## config.mk

```make
export PLATFORM = sky130hd
export DESIGN_NAME = dw_data_qsync_hl_send_arb
export DESIGN_NICKNAME = d
export VERILOG_FILES = /design/src/rtl/dw_data_qsync_arb_pkg.sv /design/src/rtl/dw_rr_arb.sv /design/src/rtl/dw_data_qsync_hl_send_arb.sv
export SDC_FILE = /design/constraint.sdc
export NUM_CORES = 1
export LEC_CHECK = 0
export CORE_ASPECT_RATIO = 2
export CORE_MARGIN = 1.5
export CORE_UTILIZATION = 55
export DETAILED_ROUTE_END_ITERATION = 16
export PLACE_DENSITY_LB_ADDON = 0.15
export SYNTH_ARGS = -nofsm -noshare
export SYNTH_HDL_FRONTEND = slang
export SYNTH_SLANG_ARGS = --single-unit
```

## constraint.sdc

```tcl
create_clock -name clk_s -period 7.8 [get_ports clk_s]
set_input_delay 1.56 -clock clk_s [delete_from_list [all_inputs] [get_ports clk_s]]
set_output_delay 1.56 -clock clk_s [all_outputs]
set_load 0.05 [all_outputs]
```

## src/rtl/dw_data_qsync_arb_pkg.sv

```systemverilog
// Shared types and constants for the quasi-sync send arbiter.
// State encoding, legal parameter ranges and a constant-function clog2.
package dw_data_qsync_arb_pkg;

    typedef enum logic {
        IDLE = 1'b0,
        GAP  = 1'b1
    } arb_state_t;

    localparam int NUM_REQ_MIN   = 2;
    localparam int NUM_REQ_MAX   = 16;
    localparam int CLK_RATIO_MIN = 2;
    localparam int CLK_RATIO_MAX = 1024;

    // Returns at least 1 so single-entry ranges still get a usable vector.
    function automatic int clog2(input int value);
        int result;
        result = 1;
        for (int i = 1; i < 32; i++) begin
            if ((1 << i) < value) begin
                result = i + 1;
            end
        end
        return result;
    endfunction

endpackage

```

## src/rtl/dw_rr_arb.sv

```systemverilog
// Combinational round-robin pick: the first set request after last, wrapping.
// Zero latency and no backpressure; the caller decides when the pick is used.
module dw_rr_arb
    import dw_data_qsync_arb_pkg::*;
#(
    parameter int num_req   = 4,
    parameter int idx_width = 2
) (
    input  logic [num_req-1:0]   req,
    input  logic [idx_width-1:0] last,
    output logic [num_req-1:0]   gnt,
    output logic [idx_width-1:0] idx,
    output logic                 any
);

    int cand;

    always_comb begin
        gnt  = '0;
        idx  = '0;
        any  = 1'b0;
        cand = 0;
        // Start one past last so the previous winner is searched last.
        for (int k = 1; k <= num_req; k++) begin
            cand = (int'(last) + k) % num_req;
            if (!any && req[cand]) begin
                any       = 1'b1;
                idx       = idx_width'(cand);
                gnt[cand] = 1'b1;
            end
        end
    end

endmodule

```

## src/rtl/dw_data_qsync_hl_send_arb.sv

```systemverilog
// Shares one quasi-sync channel among num_req requesters with round-robin grants.
// Request to send/grant is 1 cycle; after each send, requests are ignored for clk_ratio cycles.
module dw_data_qsync_hl_send_arb
    import dw_data_qsync_arb_pkg::*;
#(
    parameter int width     = 8,
    parameter int num_req   = 4,
    parameter int clk_ratio = 2,
    parameter int cnt_width = 16
) (
    input  logic                     clk_s,
    input  logic                     rst_s_n,
    input  logic                     init_s_n,
    input  logic [num_req-1:0]       req_s,
    input  logic [num_req*width-1:0] data_req_s,
    output logic [num_req-1:0]       gnt_s,
    output logic                     send_s,
    output logic [width-1:0]         data_s,
    output logic                     busy_s,
    output logic [cnt_width-1:0]     sent_cnt_s
);

    localparam int IDX_W = clog2(num_req);
    localparam int GAP_W = clog2(clk_ratio + 1);

    if (num_req < NUM_REQ_MIN || num_req > NUM_REQ_MAX) begin : g_bad_num_req
        $error("dw_data_qsync_hl_send_arb: num_req must be in 2..16");
    end
    if (clk_ratio < CLK_RATIO_MIN || clk_ratio > CLK_RATIO_MAX) begin : g_bad_clk_ratio
        $error("dw_data_qsync_hl_send_arb: clk_ratio must be in 2..1024");
    end

    arb_state_t         state;
    logic [GAP_W-1:0]   gap_cnt;
    logic [IDX_W-1:0]   last;

    logic [num_req-1:0] pick_gnt;
    logic [IDX_W-1:0]   pick_idx;
    logic               pick_any;
    logic [width-1:0]   pick_dat;

    dw_rr_arb #(
        .num_req   (num_req),
        .idx_width (IDX_W)
    ) u_rr_arb (
        .req  (req_s),
        .last (last),
        .gnt  (pick_gnt),
        .idx  (pick_idx),
        .any  (pick_any)
    );

    always_comb begin
        pick_dat = data_req_s[int'(pick_idx)*width +: width];
    end

    always_ff @(posedge clk_s) begin
        if (!rst_s_n || !init_s_n) begin
            state      <= IDLE;
            gap_cnt    <= '0;
            last       <= IDX_W'(num_req - 1);
            gnt_s      <= '0;
            send_s     <= 1'b0;
            data_s     <= '0;
            busy_s     <= 1'b0;
            sent_cnt_s <= '0;
        end else begin
            send_s <= 1'b0;
            gnt_s  <= '0;
            case (state)
                IDLE: begin
                    if (pick_any) begin
                        send_s     <= 1'b1;
                        gnt_s      <= pick_gnt;
                        data_s     <= pick_dat;
                        last       <= pick_idx;
                        sent_cnt_s <= sent_cnt_s + cnt_width'(1);
                        gap_cnt    <= GAP_W'(clk_ratio);
                        busy_s     <= 1'b1;
                        state      <= GAP;
                    end
                end
                GAP: begin
                    // Leaving at count 1 gives clk_ratio low cycles between sends.
                    if (gap_cnt <= GAP_W'(1)) begin
                        gap_cnt <= '0;
                        busy_s  <= 1'b0;
                        state   <= IDLE;
                    end else begin
                        gap_cnt <= gap_cnt - GAP_W'(1);
                    end
                end
                default: state <= IDLE;
            endcase
        end
    end

endmodule

```

==> impl_metrics.yaml, run 1 <==
hold_path:
  min_path_type: "reg -> reg"
  worstHoldPathCells: 2
power_and_ir_drop:
  p_leak_nw: 1.82
  irDropWorstVdd_uv: 160
  p_sw_frac: 0.360
  clockPowerShare: 0.322
  seqPwrFrac: 0.273
  p_int_w: 0.000988
  p_comb_frac: 0.404
  powerDensity_nw_per_um2: 331
  p_switching_w: 0.000556
finish:
  final_cell_area_sq_um: 4670
  area_growth_pct: 30.2
  drive_above_1_share: 0.0747
  diodes: 0
  fin_cells: 581
  nets: 540
critical_path:
  cp.required_ns: 8.01
  cp_max_fo: 17
  path_class: "in -> reg"
  cp.arrival_ns: 4.59
  critPathLaunchType: "primary input"
  end_kind: "flip-flop"
  rr_worst_depth: 8
sta:
  fin_skew_ns: 0.00559
  setup_tns_ns: 0
  fin_crit_sh: 0.562
  fin_crit_ns: 4.38
  worstMarginPinSlew_ns: 1.01
  setup_violations: 0
  slew_viol_final: 0
  rsz0062_at_grt: "false"
  final-hold-violation-count: 0
  max-slew-margin-rel: 0.323
  fmax_ghz: 0.228
global_route:
  grt-ovfl-total: 0
  grt_pass1_vias: 3279
  grt_use_total: 0.267
  antenna_found_initial: 0
  grt_pass1_wl_um: 14300
  grt_max_degree: 23
clock_tree:
  hold_buffers: 0
  cts_htree_levels: 3
  cts_tree: "done"
  cts_resized: 0
  cts_setup_buffers: 0
  numCtsBuffers: 9
  cts_root_buffer: "clkbuf_16"
  clkLatencyLatePin_ns: 0.33
  cts_buffer_depth: 2
  clk_pin_slew_ns: 0.05
  cts_sinks: 66
die:
  core_sq_um: 6310
  pin_count: 69
  row_count: 41
  die_y_um: 117
  start_util: 0.568
  die_width_um: 60.1
  dieArea_sq_um: 7040
run_status:
  outcome: "finished, final reports clean"
drt:
  first_pass_iters: 5
  ant_nets: 0
  drc: 0
  drt-initial-drc-count: 229
  vias: 3436
  avgRoutedWirePerCell_um: 15.3
  wl_um: 8900
  route.detailed.vias_per_inst: 5.91
placed_design:
  dp_hpwl_um: 6530
  dp_cells: 565
  portBuffers: 68
  place_congestion: 0.820
  postPlaceCellArea_sq_um: 4300
synthesis:
  syn_avg_cell_area_sq_um: 8.38
  muxShareOfSynthArea: 0.0422
  async_reset_ff_frac: 0
  synth_fa_ha_area_frac: 0.0384
  synth-warning-count: 0
  ys_seq_elements: 66
  synth_flop_cell: "dfxtp_1"
  synth_nets: 478
  synth_area_sq_um: 3580
  synth_edf_count: 0
  synthCells: 428
  synth_xor_xnor_area_share: 0.0586
  synth_compound_area_frac: 0.187
  yosysSeqAreaShare: 0.369
  synth_top_family_by_area: "simple AND/OR/NAND/NOR gates"
  yosysUniqueCellTypes: 55
  synthSimpleGateAreaFrac: 0.276
run:
  maxCapViolations: 0
==> per-stage QoR <==
step                hold slack, ns  setup slack, ns  total power [W]  utilization
finish                       0.458             3.42          0.00154        0.740
global route                 0.494             3.10          0.00163        0.740
CTS                          0.458             3.44          0.00154        0.740
detailed placement           0.445             3.09          0.00104        0.682
global placement             0.439             3.19          0.00103        0.682
floorplan                    0.441             4.23         0.000898            -
==> cell type report <==
type,count,area (sq um)
sequential,66,1320
clock buffer,10,229
clock inverter,6,138
timing repair buffer,68,681
inverter,9,33.8
fill,499,1640
multi-input combinational,336,2160
tap,86,108
==> worst max-delay path: stages <==
cell and delay [ns]:
clkdlybuf4s50_1 0.52, mux4_2 0.58, nor2b_1 0.21, o21ai_1 0.70, nand2_1 0.52, a211oi_1 0.38
o31ai_1 0.10
==> layout by cell type, fill, tap and decap left out, types with 3 or more instances in the layout <==
cell type / n
nor2b_1: 6
a31oi_1: 7
mux4_2: 4
inv_1: 9
a21oi_1: 19
o211ai_1: 4
or4_4: 4
or4_1: 6
or3_1: 12
or2_2: 3
and3_1: 19
mux2i_1: 5
clkbuf_16: 9
xor2_1: 14
and2_1: 4
xnor2_1: 10
o31ai_1: 10
nand3_1: 8
nor3_1: 5
o21a_1: 3
a211oi_1: 17
nor4_1: 7
nor2_1: 44
dfxtp_1: 66
o21ai_0: 22
nand4_1: 9
bufinv_16: 4
clkdlybuf4s50_1: 68
o21ai_1: 4
nand2_1: 49
ha_1: 11
==> registers in the layout, indices dropped and copies added, names as in the netlist <==
| signal | flops |
|---|---|
| state | 1 |
| sent_cnt_s | 16 |
| gap_cnt | 32 |
| data_s | 8 |
| send_s | 1 |
| last | 3 |
| busy_s | 1 |
| gnt_s | 4 |
==> cells by family after synthesis <==
kind of cell / count (synthesis)
fa+ha+maj: 11
compound gates: 102
flops: 66
buf+inv: 26
simple gates: 189
mux: 10
xor+xnor: 24
==> layer usage <==
metal | vias to the layer above | part of all wire | GRT usage | wire (um)
li1 | 1688 | - | - | -
met1 | 1622 | 0.37 | 0.264 | 3270
met2 | 106 | 0.57 | 0.501 | 5060
met3 | 20 | 0.041 | 0.0604 | 362
met4 | 0 | 0.023 | 0.124 | 209
met5 | - | 0 | 0 | 0
==> power by group through the flow <==
stage	Sequential [W]	Clock (W)	Combinational, W
final	0.000422	0.000498	0.000624
after global routing	0.000428	0.000514	0.000683
after CTS	0.000421	0.000500	0.000624
after detailed placement	0.000426	0	0.000617
after global placement	0.000425	0	0.000602
after floorplan	0.000454	0	0.000444
==> synth_stat cells, drive strengths merged (2+ instances only) <==
library cell / instances / area [sq um]
a222oi: 2 / 20.0
buf: 6 / 30.0
nand2: 49 / 184
a21oi: 19 / 95.1
mux2i: 5 / 50.1
o31ai: 10 / 75.1
or2: 4 / 27.5
nor3: 6 / 35.0
nor2: 45 / 171
o211ai: 5 / 42.5
a21o: 2 / 15.0
a31oi: 7 / 43.8
xnor2: 10 / 87.6
mux4: 4 / 90.1
o21a: 3 / 22.5
xor2: 14 / 123
a221o: 2 / 20.0
and3: 19 / 119
a22oi: 2 / 15.0
a211oi: 17 / 128
clkbuf: 11 / 41.3
and2: 4 / 25.0
ha: 11 / 138
nand4: 9 / 56.3
or4: 11 / 98.8
or3: 16 / 113
inv: 9 / 33.8
nand3: 8 / 40.0
dfxtp: 66 / 1320
o21ai: 26 / 130
nand2b: 2 / 12.5
nor2b: 6 / 37.5
nor4: 7 / 43.8
==> path summary, 6_finish.rpt <==
check / from / end / slack, ns
hold reg to reg: data_s[3] / data_s[3] / 0.46
setup reg to reg: last[0] / data_s[6] / 3.78
setup / recovery: req_s[3] / data_s[6] / 3.42
hold / removal: data_s[3] / data_s[3] / 0.46
(Power assumes the default switching activity.)
==> run 2, diff against run 1 <==
--- a/config.mk
+++ b/config.mk
@@ -7,7 +7,7 @@
 export LEC_CHECK = 0
 export CORE_ASPECT_RATIO = 2
 export CORE_MARGIN = 1.5
-export CORE_UTILIZATION = 55
+export CORE_UTILIZATION = 47
 export DETAILED_ROUTE_END_ITERATION = 16
 export PLACE_DENSITY_LB_ADDON = 0.15
 export SYNTH_ARGS = -nofsm -noshare
==> constraint.sdc (replaced) <==
create_clock -name clk_s -period 3.7 [get_ports clk_s]
set_input_delay 0.74 -clock clk_s [delete_from_list [all_inputs] [get_ports clk_s]]
set_output_delay 0.74 -clock clk_s [all_outputs]
set_load 0.05 [all_outputs]
==> run 2 against run 1 <==
Clock-buffer cell count increased by 2. Cell area up 0.21%. Flip-flop and latch count did not move. Setup slack got worse by 2.8 ns. Sequential share of layout area shrank 0.061 points. First-iteration DRC count decreased by 15%. Routed wire length increased by 2.3%. Clock power rose by 60%. Final cell count grew 2.8%. Combinational power is 120% higher. Via count decreased by 0.79%. Largest cell class unchanged.
==> impl_metrics.yaml, run 2 (synthesis gave the netlist of run 1 again) <==
critical_path:
  critPathSlowestCell: "or4_1"
  rrSetupSlack_ns: 0.72
  critPathLaunchType: "primary input"
  regToRegEndpoint: "gap_cnt[2]"
  cp.arrival_ns: 3.28
  rr_worst_depth: 7
  max_stage_delay_ns: 0.64
  cp_max_fo: 10
  cp.required_ns: 3.90
  path_class: "in -> reg"
  end_kind: "flip-flop"
  r2r_start: "gap_cnt[12]"
  crit_chain: "clkdlybuf4s50_1, mux4_2, or4_1, o21ai_0, or3_2, xor2_1, nor2_1"
placed_design:
  portBuffers: 68
  dp_slack_ns: 0.294
  dp_cells: 583
  dp_hpwl_um: 7010
  place_congestion: 0.827
global_route:
  grt_max_degree: 21
  use_met1: 0.231
  met2_usage: 0.455
  antenna_found_initial: 0
  grt-ovfl-total: 0
  grt_pass1_wl_um: 15300
  use_met3: 0.0505
  top_usage_layer: "met2"
  grt_pass1_vias: 3332
  grt_use_total: 0.238
power_and_ir_drop:
  irDropWorstVdd_uv: 299
  p_comb_frac: 0.447
  p_switching_w: 0.00115
  clockPowerShare: 0.264
  powerDensity_nw_per_um2: 646
  seqPwrFrac: 0.289
  p_leak_nw: 1.84
  p_sw_frac: 0.380
  p_int_w: 0.00187
clock_tree:
  clkLatencyLatePin_ns: 0.33
  hold_buffers: 0
  cts_tree: "done"
  cts_root_buffer: "clkbuf_16"
  cts_htree_levels: 3
  clk_pin_slew_ns: 0.05
  cts_resized: 0
  cts_sinks: 66
  numCtsBuffers: 9
  cts_buffer_depth: 2
  cts_setup_buffers: 0
finish:
  fillers: 651
  mostFrequentLayoutCells: "clkdlybuf4s50_1, dfxtp_1, nand2_1, nor2_1, o21ai_0"
  fin_cells: 597
  final_util: 0.639
  diodes: 0
  largest_reg_flops: 32
  nets: 552
  drive_above_1_share: 0.0950
  area_growth_pct: 30.5
  reg.largest.list: "gap_cnt: 32 flops, sent_cnt_s: 16 flops, data_s: 8 flops"
  largest-register: "gap_cnt"
  layout_commonest_cell: "clkdlybuf4s50_1"
die:
  core_sq_um: 7320
  pin_count: 69
  row_count: 44
  start_util: 0.490
  die_width_um: 64.8
  dieArea_sq_um: 8190
  die_y_um: 127
drt:
  vias: 3409
  ant_nets: 0
  drc: 0
  first_pass_iters: 4
  avgRoutedWirePerCell_um: 15.2
  wl_um: 9100
  route.detailed.vias_per_inst: 5.71
  drt-initial-drc-count: 194
sta:
  fin_crit_ns: 3.08
  rsz0062_at_grt: "false"
  fmax_ghz: 0.325
  fin_skew_ns: 0.00272
  fin_ws_ns: 0.624
  hold_ws_ns: 0.453
  setup_tns_ns: 0
  final-hold-violation-count: 0
  worstMarginPinSlew_ns: 0.793
  max-slew-margin-rel: 0.467
  slew_viol_final: 0
  fin_crit_sh: 0.831
  setup_violations: 0
hold_path:
  hold_start: "data_s[6]"
  min_path_type: "reg -> reg"
  worstHoldPathCells: 2
  min_to: "data_s[6]"
run:
  maxCapViolations: 0
run_status:
  outcome: "finished, final reports clean"
## run 2: changes by cell type in the layout (fill, tap and decap cells not counted), sizes merged
cell      delta
inv          -1
buf         +12
bufinv       -4
clkinvlp     +1
clkbuf       +2
## run 2: cell type report
class / instances / area (sq um) / area share
multi-input combinational: 336 / 2160 / 0.461
clock buffer: 12 / 267 / 0.0570
sequential: 66 / 1320 / 0.282
clock inverter: 2 / 12.5 / 0.00267
timing repair buffer: 80 / 771 / 0.165
inverter: 9 / 33.8 / 0.00722
tap: 92 / 115 / 0.0246
## run 2: through the flow
stage	area (sq um)	total power [W]
6_report	4680	0.00302
5_1_grt	4680	0.00322
4_1_cts	4680	0.00304
3_5_place_dp	4400	0.00223
3_3_place_gp	4400	0.00221
2_1_floorplan	3580	0.00189
## run 2: layer usage
metal / part of all wire / wire [um] / up-vias
met3: 0.042 / 382 / 25
met1: 0.36 / 3260 / 1588
met2: 0.57 / 5170 / 91
met5: 0 / 0 / -
met4: 0.032 / 289 / 0
li1: - / - / 1705
## run 2: worst max path at each step
stage / slack, ns / start / cells after the start / end
after global routing: 0.42 / req_s[2] / 7 / gap_cnt[16]
after floorplan: 0.62 / last[0] / 9 / busy_s
after global placement: 0.36 / req_s[2] / 7 / gap_cnt[16]
final: 0.62 / req_s[2] / 7 / gap_cnt[16]
after CTS: 0.64 / req_s[2] / 7 / gap_cnt[16]
after detailed placement: 0.29 / req_s[2] / 7 / gap_cnt[16]
## run 2: power by group through the flow
| stage | clock network (W) | logic, W | registers [W] |
|---|---|---|---|
| after floorplan | 0 | 0.000936 | 0.000957 |
| after global placement | 0 | 0.00132 | 0.000884 |
| after detailed placement | 0 | 0.00134 | 0.000888 |
| after CTS | 0.000809 | 0.00136 | 0.000874 |
| after global routing | 0.000842 | 0.00149 | 0.000887 |
| final | 0.000798 | 0.00135 | 0.000875 |
## run 2: worst max-delay path: cells and delay by family
kind / cells / cell delay (ns)
AND/OR/NAND/NOR: 3 / 0.88
XOR/XNOR: 1 / 0.14
AO/OA/AOI/OAI: 1 / 0.36
buffers and inverters: 1 / 0.53
multiplexers: 1 / 0.63
